**src/rtl/blockfifo_pkg.sv**
```systemverilog
// Shared types and helpers for the block FIFO and its reader.
`timescale 1ns/1ps
package blockfifo_pkg;

    typedef enum logic [1:0] {
        IDLE   = 2'd0,
        STREAM = 2'd1,
        CLEAR  = 2'd2
    } reader_state_t;

    // Pointer width used by both ends of the block FIFO.
    function automatic int ADDR_WID(input int n);
        return (n < 2) ? 1 : $clog2(n);
    endfunction

endpackage

```
**src/rtl/block_reader.sv**
```systemverilog
// Read-side controller: streams a full block buffer out over valid/ready,
// then pulses buf_clear so the writer can refill it.
`timescale 1ns/1ps
module block_reader
    import blockfifo_pkg::*;
#(
    parameter int len     = 8,
    parameter int wid     = 8,
    parameter int addrWid = ADDR_WID(len)
) (
    input  logic               clk,
    input  logic               reset,
    input  logic               drain_en,
    input  logic               buf_ready,
    output logic [addrWid-1:0] rd_ptr,
    input  logic [wid-1:0]     rd_data,
    output logic               buf_clear,
    output logic [wid-1:0]     out_data,
    output logic               out_valid,
    input  logic               out_ready,
    output logic               busy,
    output logic               block_done
);
    // state  | meaning
    // IDLE   | waiting for a full buffer (buf_ready low) with drain_en high
    // STREAM | presenting words 0..len-1 on out_data/out_valid
    // CLEAR  | one-cycle buf_clear / block_done pulse, then back to IDLE

    localparam logic [addrWid:0] LAST = (addrWid+1)'(len);

    reader_state_t       state, state_nxt;
    logic [addrWid:0]    count, count_nxt;
    logic [addrWid-1:0]  rd_ptr_nxt;
    logic [wid-1:0]      out_data_nxt;
    logic                out_valid_nxt, buf_clear_nxt, busy_nxt, block_done_nxt;
    logic                accept;

    assign accept = out_valid && out_ready;

    always_ff @(posedge clk) begin
        if (reset) begin
            state      <= IDLE;
            count      <= '0;
            rd_ptr     <= '0;
            out_data   <= '0;
            out_valid  <= 1'b0;
            buf_clear  <= 1'b0;
            busy       <= 1'b0;
            block_done <= 1'b0;
        end else begin
            state      <= state_nxt;
            count      <= count_nxt;
            rd_ptr     <= rd_ptr_nxt;
            out_data   <= out_data_nxt;
            out_valid  <= out_valid_nxt;
            buf_clear  <= buf_clear_nxt;
            busy       <= busy_nxt;
            block_done <= block_done_nxt;
        end
    end

    always_comb begin
        state_nxt = state;
        case (state)
            IDLE:    if (drain_en && !buf_ready) state_nxt = STREAM;
            STREAM:  if (accept && count == LAST) state_nxt = CLEAR;
            CLEAR:   state_nxt = IDLE;
            default: state_nxt = IDLE;
        endcase
    end

    always_comb begin
        count_nxt      = count;
        rd_ptr_nxt     = rd_ptr;
        out_data_nxt   = out_data;
        out_valid_nxt  = out_valid;
        buf_clear_nxt  = 1'b0;
        busy_nxt       = busy;
        block_done_nxt = 1'b0;
        case (state)
            IDLE: begin
                if (drain_en && !buf_ready) begin
                    out_data_nxt  = rd_data;
                    out_valid_nxt = 1'b1;
                    rd_ptr_nxt    = addrWid'(1);
                    count_nxt     = (addrWid+1)'(1);
                    busy_nxt      = 1'b1;
                end
            end
            STREAM: begin
                if (accept) begin
                    if (count < LAST) begin
                        out_data_nxt = rd_data;
                        count_nxt    = count + 1'b1;
                        // Hold on the last entry rather than stepping past len-1.
                        if (count != LAST - 1'b1)
                            rd_ptr_nxt = rd_ptr + 1'b1;
                    end else begin
                        out_valid_nxt  = 1'b0;
                        buf_clear_nxt  = 1'b1;
                        block_done_nxt = 1'b1;
                    end
                end
            end
            CLEAR: begin
                busy_nxt   = 1'b0;
                rd_ptr_nxt = '0;
                count_nxt  = '0;
            end
            default: begin
                out_valid_nxt = 1'b0;
                busy_nxt      = 1'b0;
                rd_ptr_nxt    = '0;
                count_nxt     = '0;
            end
        endcase
    end

endmodule

```
**config.mk**
```make
export PLATFORM = sky130hd
export DESIGN_NAME = block_reader
export DESIGN_NICKNAME = d
export VERILOG_FILES = /design/src/rtl/blockfifo_pkg.sv /design/src/rtl/block_reader.sv
export SDC_FILE = /design/constraint.sdc
export NUM_CORES = 1
export LEC_CHECK = 0
export ABC_AREA = 1
export BUFFER_PORTS_ARGS = -buffer_cell sky130_fd_sc_hd__buf_2
export CAP_MARGIN = 20
export CELL_PAD_IN_SITES_DETAIL_PLACEMENT = 1
export CELL_PAD_IN_SITES_GLOBAL_PLACEMENT = 2
export CORE_UTILIZATION = 28
export DETAILED_ROUTE_END_ITERATION = 10
export GPL_ROUTABILITY_DRIVEN = 0
export GPL_TIMING_DRIVEN = 0
export PLACE_DENSITY = 0.77
export SLEW_MARGIN = 40
export SYNTH_ARGS = -nofsm -noshare
export SYNTH_HDL_FRONTEND = slang
export SYNTH_SLANG_ARGS = --single-unit
```
**constraint.sdc**
```tcl
create_clock -name clk -period 3 [get_ports clk]
set_clock_uncertainty 0.15 [all_clocks]
set_input_delay 0.6 -clock clk [delete_from_list [all_inputs] [get_ports clk]]
set_output_delay 0.6 -clock clk [all_outputs]
set_load 0.05 [all_outputs]
```
### Word level (Yosys, flattened, before mapping)

Cells that the tools add are included.

| word-level totals | value |
|---|---|
| register bits after elaboration | 20 |
| bits in latches | 0 |
| bits in writable memories | 0 |
| ROM bits | 0 |
| output and inout port bits | 15 |
| logic and storage cells | 58 |
| memories | 0 |

| cells by class | value |
|---|---|
| add/subtract/negate cells | 2 |
| multiply operators | 0 |
| div/mod/pow operators | 0 |
| $lt $le $gt $ge | 1 |
| equal/unequal tests | 10 |
| shift-type cells | 0 |
| multiplexer cells | 22 |
| bitwise gates (word level) | 3 |
| reductions and logical operators | 13 |

Operators by type and width:

| cell | number |
|---|---|
| $mux W8 | 3 |
| $pmux W8 S2 | 1 |
| $mux W3 | 4 |
| $mux W4 | 3 |
| $ne A2 B2 Y1 const B | 6 |
| $reduce_and A4 Y1 | 3 |
| $pmux W4 S2 | 1 |
| $pmux W3 S2 | 1 |
| $add A4 B1 Y4 const B | 1 |
| $eq A4 B4 Y1 const B | 1 |
| $lt A4 B4 Y1 const B | 1 |
| $mux W1 | 4 |
| $mux W2 | 2 |
| $ne A4 B3 Y1 const B | 1 |
| $pmux W2 S2 | 1 |
| $reduce_and A2 Y1 | 2 |
| $add A3 B1 Y3 const B | 1 |
| $logic_and A1 B1 Y1 | 3 |
| $not A1 Y1 | 3 |
| $pmux W1 S3 | 1 |
| $reduce_and A3 Y1 | 1 |
| $reduce_or A3 Y1 | 1 |
| $eq A2 B1 Y1 const B | 1 |
| $eq A2 B2 Y1 const B | 1 |
| other kinds (4) | 4 |

### Depth between registers and ports, before layout

| logic depth | value |
|---|---|
| depth in word-level cells | 5 |
| depth in mapped cells | 9 |

### Worst setup path after synthesis

Ideal clock, no wire load.

| timing path | value |
|---|---|
| path kind | register to output |
| start | reg block_done (netlist name) |
| end | out buf_clear |
| arrival | 0.894 ns |
| slack | 1.356 ns |
| stages on the path, launching flop included | 2 |
| buffers on the path | 1 |
| path through | dfxtp_1 buf_4 |

RTL lines:

| what | RTL line | RTL |
|---|---|---|
| end, declared | block_reader.sv:17 | `output logic buf_clear,` |

### Worst setup path in the final report

| timing path | value |
|---|---|
| start | reg rd_ptr[0] |
| end | out rd_ptr[0] |

RTL lines:

| what | RTL line | RTL |
|---|---|---|
| start, declared | block_reader.sv:15 | `output logic [addrWid-1:0] rd_ptr,` |
| start signal, assigned | block_reader.sv:53 | `rd_ptr <= rd_ptr_nxt;` |

No word-level cell between the ends.

==> results.ini <==
[setup_path]
cp-start-kind = flip-flop
path_cells = buf_2
criticalPathCategory = reg -> out
critPathCaptureType = output port
cp_slowest_cell = dfxtp_1
worst-path-buf-inv = 1
worstPathRequired_ps = 2250
cpPeakStageDelay_ps = 400
critPathMaxFanout = 4
crit_arrival_ps = 1000
critical_path.top_delay_family = flip-flops

[cts]
clock_path_buffers = 2
cts-resized-gates = 0
postCtsSetupRepairBufs = 0
clk_pin_slew_worst_paths_ps = 130
cts_tree = built
cts_root_buf = clkbuf_4
clock_sinks = 20
ctsHoldBuffers = 0
cts_made_buffers = 3
clock_latency_ps = 320
cts-htree-levels = 1

[final_layout]
fillers = 429
final_cell_mix = nand2_1, buf_2, dfxtp_1, a21oi_1, nand3_1
nets = 178
area_growth_pct = 26.1
multi_input_area_sq_um = 448
ff_latch_area_sq_um = 400
diodes = 0
layout_commonest_cell = nand2_1
layout-drive-gt1-share = 0.261

[status]
status = completed

[global_route]
grt_pass1_vias = 884
grt_usage = 0.152
antenna_found_initial = 0
grt_overflow = 0
grt_pass1_wl_microns = 4010
grt_max_degree = 13

[hold_path]
hp-class = reg -> reg

[floorplanning]
die_height_microns = 59.7
rows = 20
start_util = 0.300
die_w_microns = 59.7
coreArea_sq_um = 3100
die_area_sq_um = 3560
io_pins = 28

[route]
drcViolationCount = 0
drt_iter0_drc = 18
wire_per_inst_microns = 11.9
dr.pass1.iters = 4
routed_wl_microns = 2440
ant_nets = 0
vias = 932
viasPerCell = 4.55

[timing]
tightest_slew_ps = 473
fmax_ghz = 0.572
maxSlewViolCount = 0
hold_ws_ps = 320
rsz0062_at_grt = no
fin_crit_ps = 1750
setup_viol_count_final = 0
period_share = 0.583
tns_ps = 0
slew_headroom = 0.685
finalHoldViolCount = 0

[logic_synthesis]
synth_cell_type_count = 22
synth_seq_area_share = 0.430
syn_nets = 146
ys_seq_elements = 20
postSynthCellCount = 130
synth.cell_area_sq_um = 931
syn_area_per_cell_sq_um = 7.16
yosysWarnings = 0

[placement]
dp_hpwl_microns = 1920
port-buffer-count = 27

[flow_run]
max-cap-violations = 0

[pwr]
ir_worst_vdd_v = 0.000138
p_per_area_nw_per_um2 = 556
leakagePower_uw = 0.000552

-- kinds of logic (layout without fill, tap and decap cells) --
kind of cell    Yosys count  after routing  share of synthesized area
compound gates           21             21                      0.118
simple gates             68             68                      0.323
fa+ha+maj                 3              3                     0.0403
flops                    20             20                      0.430
buf+inv                  18             49                     0.0887
-- synthesized netlist by cell type --
cell       n  area share
nand3_2    1       0.011
inv_4      1      0.0067
nor3_1     2       0.011
nand2_2    2       0.013
nor2_1     9       0.036
ha_1       3       0.040
o22ai_1    1      0.0067
inv_1     12       0.048
nand3_1   15       0.081
a21oi_2    1      0.0094
buf_6      1       0.012
nand4_1    1      0.0067
buf_2      1      0.0054
dfxtp_1   20        0.43
nor2_2     1      0.0067
clkbuf_1   1      0.0040
o21ai_0    3       0.016
buf_4      1      0.0081
a21oi_1   16       0.086
nand2_1   36        0.15
nand2_4    1       0.012
inv_2      1      0.0040
-- routing by layer --
metal  vias to the layer above  GRT usage  wire (microns)
met5                         -          0               0
met4                         0     0.0698              44
met3                         4     0.0260              49
met2                         8      0.232            1120
met1                       437      0.208            1230
li1                        483          -               -
-- stage by stage --
| step | total power (uW) | worst slack (ps) | instances | area (sq um) | utilization |
|---|---|---|---|---|---|
| 3_3_place_gp | 427 | 1330 | 201 | 1120 | 0.361 |
| 4_1_cts | 662 | 1230 | 205 | 1170 | 0.378 |
| 3_5_place_dp | 430 | 1310 | 201 | 1120 | 0.361 |
| 6_report | 653 | 1250 | 205 | 1170 | 0.378 |
| 5_1_grt | 686 | 1200 | 205 | 1170 | 0.378 |
| 2_1_floorplan | 393 | 1360 | 130 | 931 | - |
-- worst register-to-register path, cell delays in order (launching register included) --
cell and delay (ps):
dfxtp_1 310, buf_2 170, a21oi_2 430, nand2_2 220
nand2_1 110, a21oi_1 60
-- state kept, by name (all words and copies together), names as in the netlist --
signal / cells
state: 2
block_done: 1
out_valid: 1
rd_ptr: 3
out_data: 8
count: 4
busy: 1
-- worst paths after layout --
kind,start,to,slack (ps),cells after the start
worst min-delay path,out_data[2],out_data[2],320,2
worst max register to register,state[0],out_data[6],1450,5
worst min register to register,out_data[2],out_data[2],320,2
worst max-delay path,rd_ptr[0],rd_ptr[0],1250,1
-- layout make-up --
type / instances / area share
buffer: 4 / 0.0235
clock buffer: 3 / 0.0192
clock inverter: 1 / 0.0256
inverter: 14 / 0.0469
multi-input combinational: 92 / 0.382
sequential: 20 / 0.341
tap: 44 / 0.0469
timing repair buffer: 27 / 0.115
-- report_power, final --
part | switching, uW | total [uW] | leakage (uW) | internal, uW
Clock | 95.2 | 230 | 0.0000279 | 135
Sequential | 8.20 | 289 | 0.000164 | 280
Combinational | 95.6 | 133 | 0.000360 | 37.9
(Power assumes the default switching activity.)
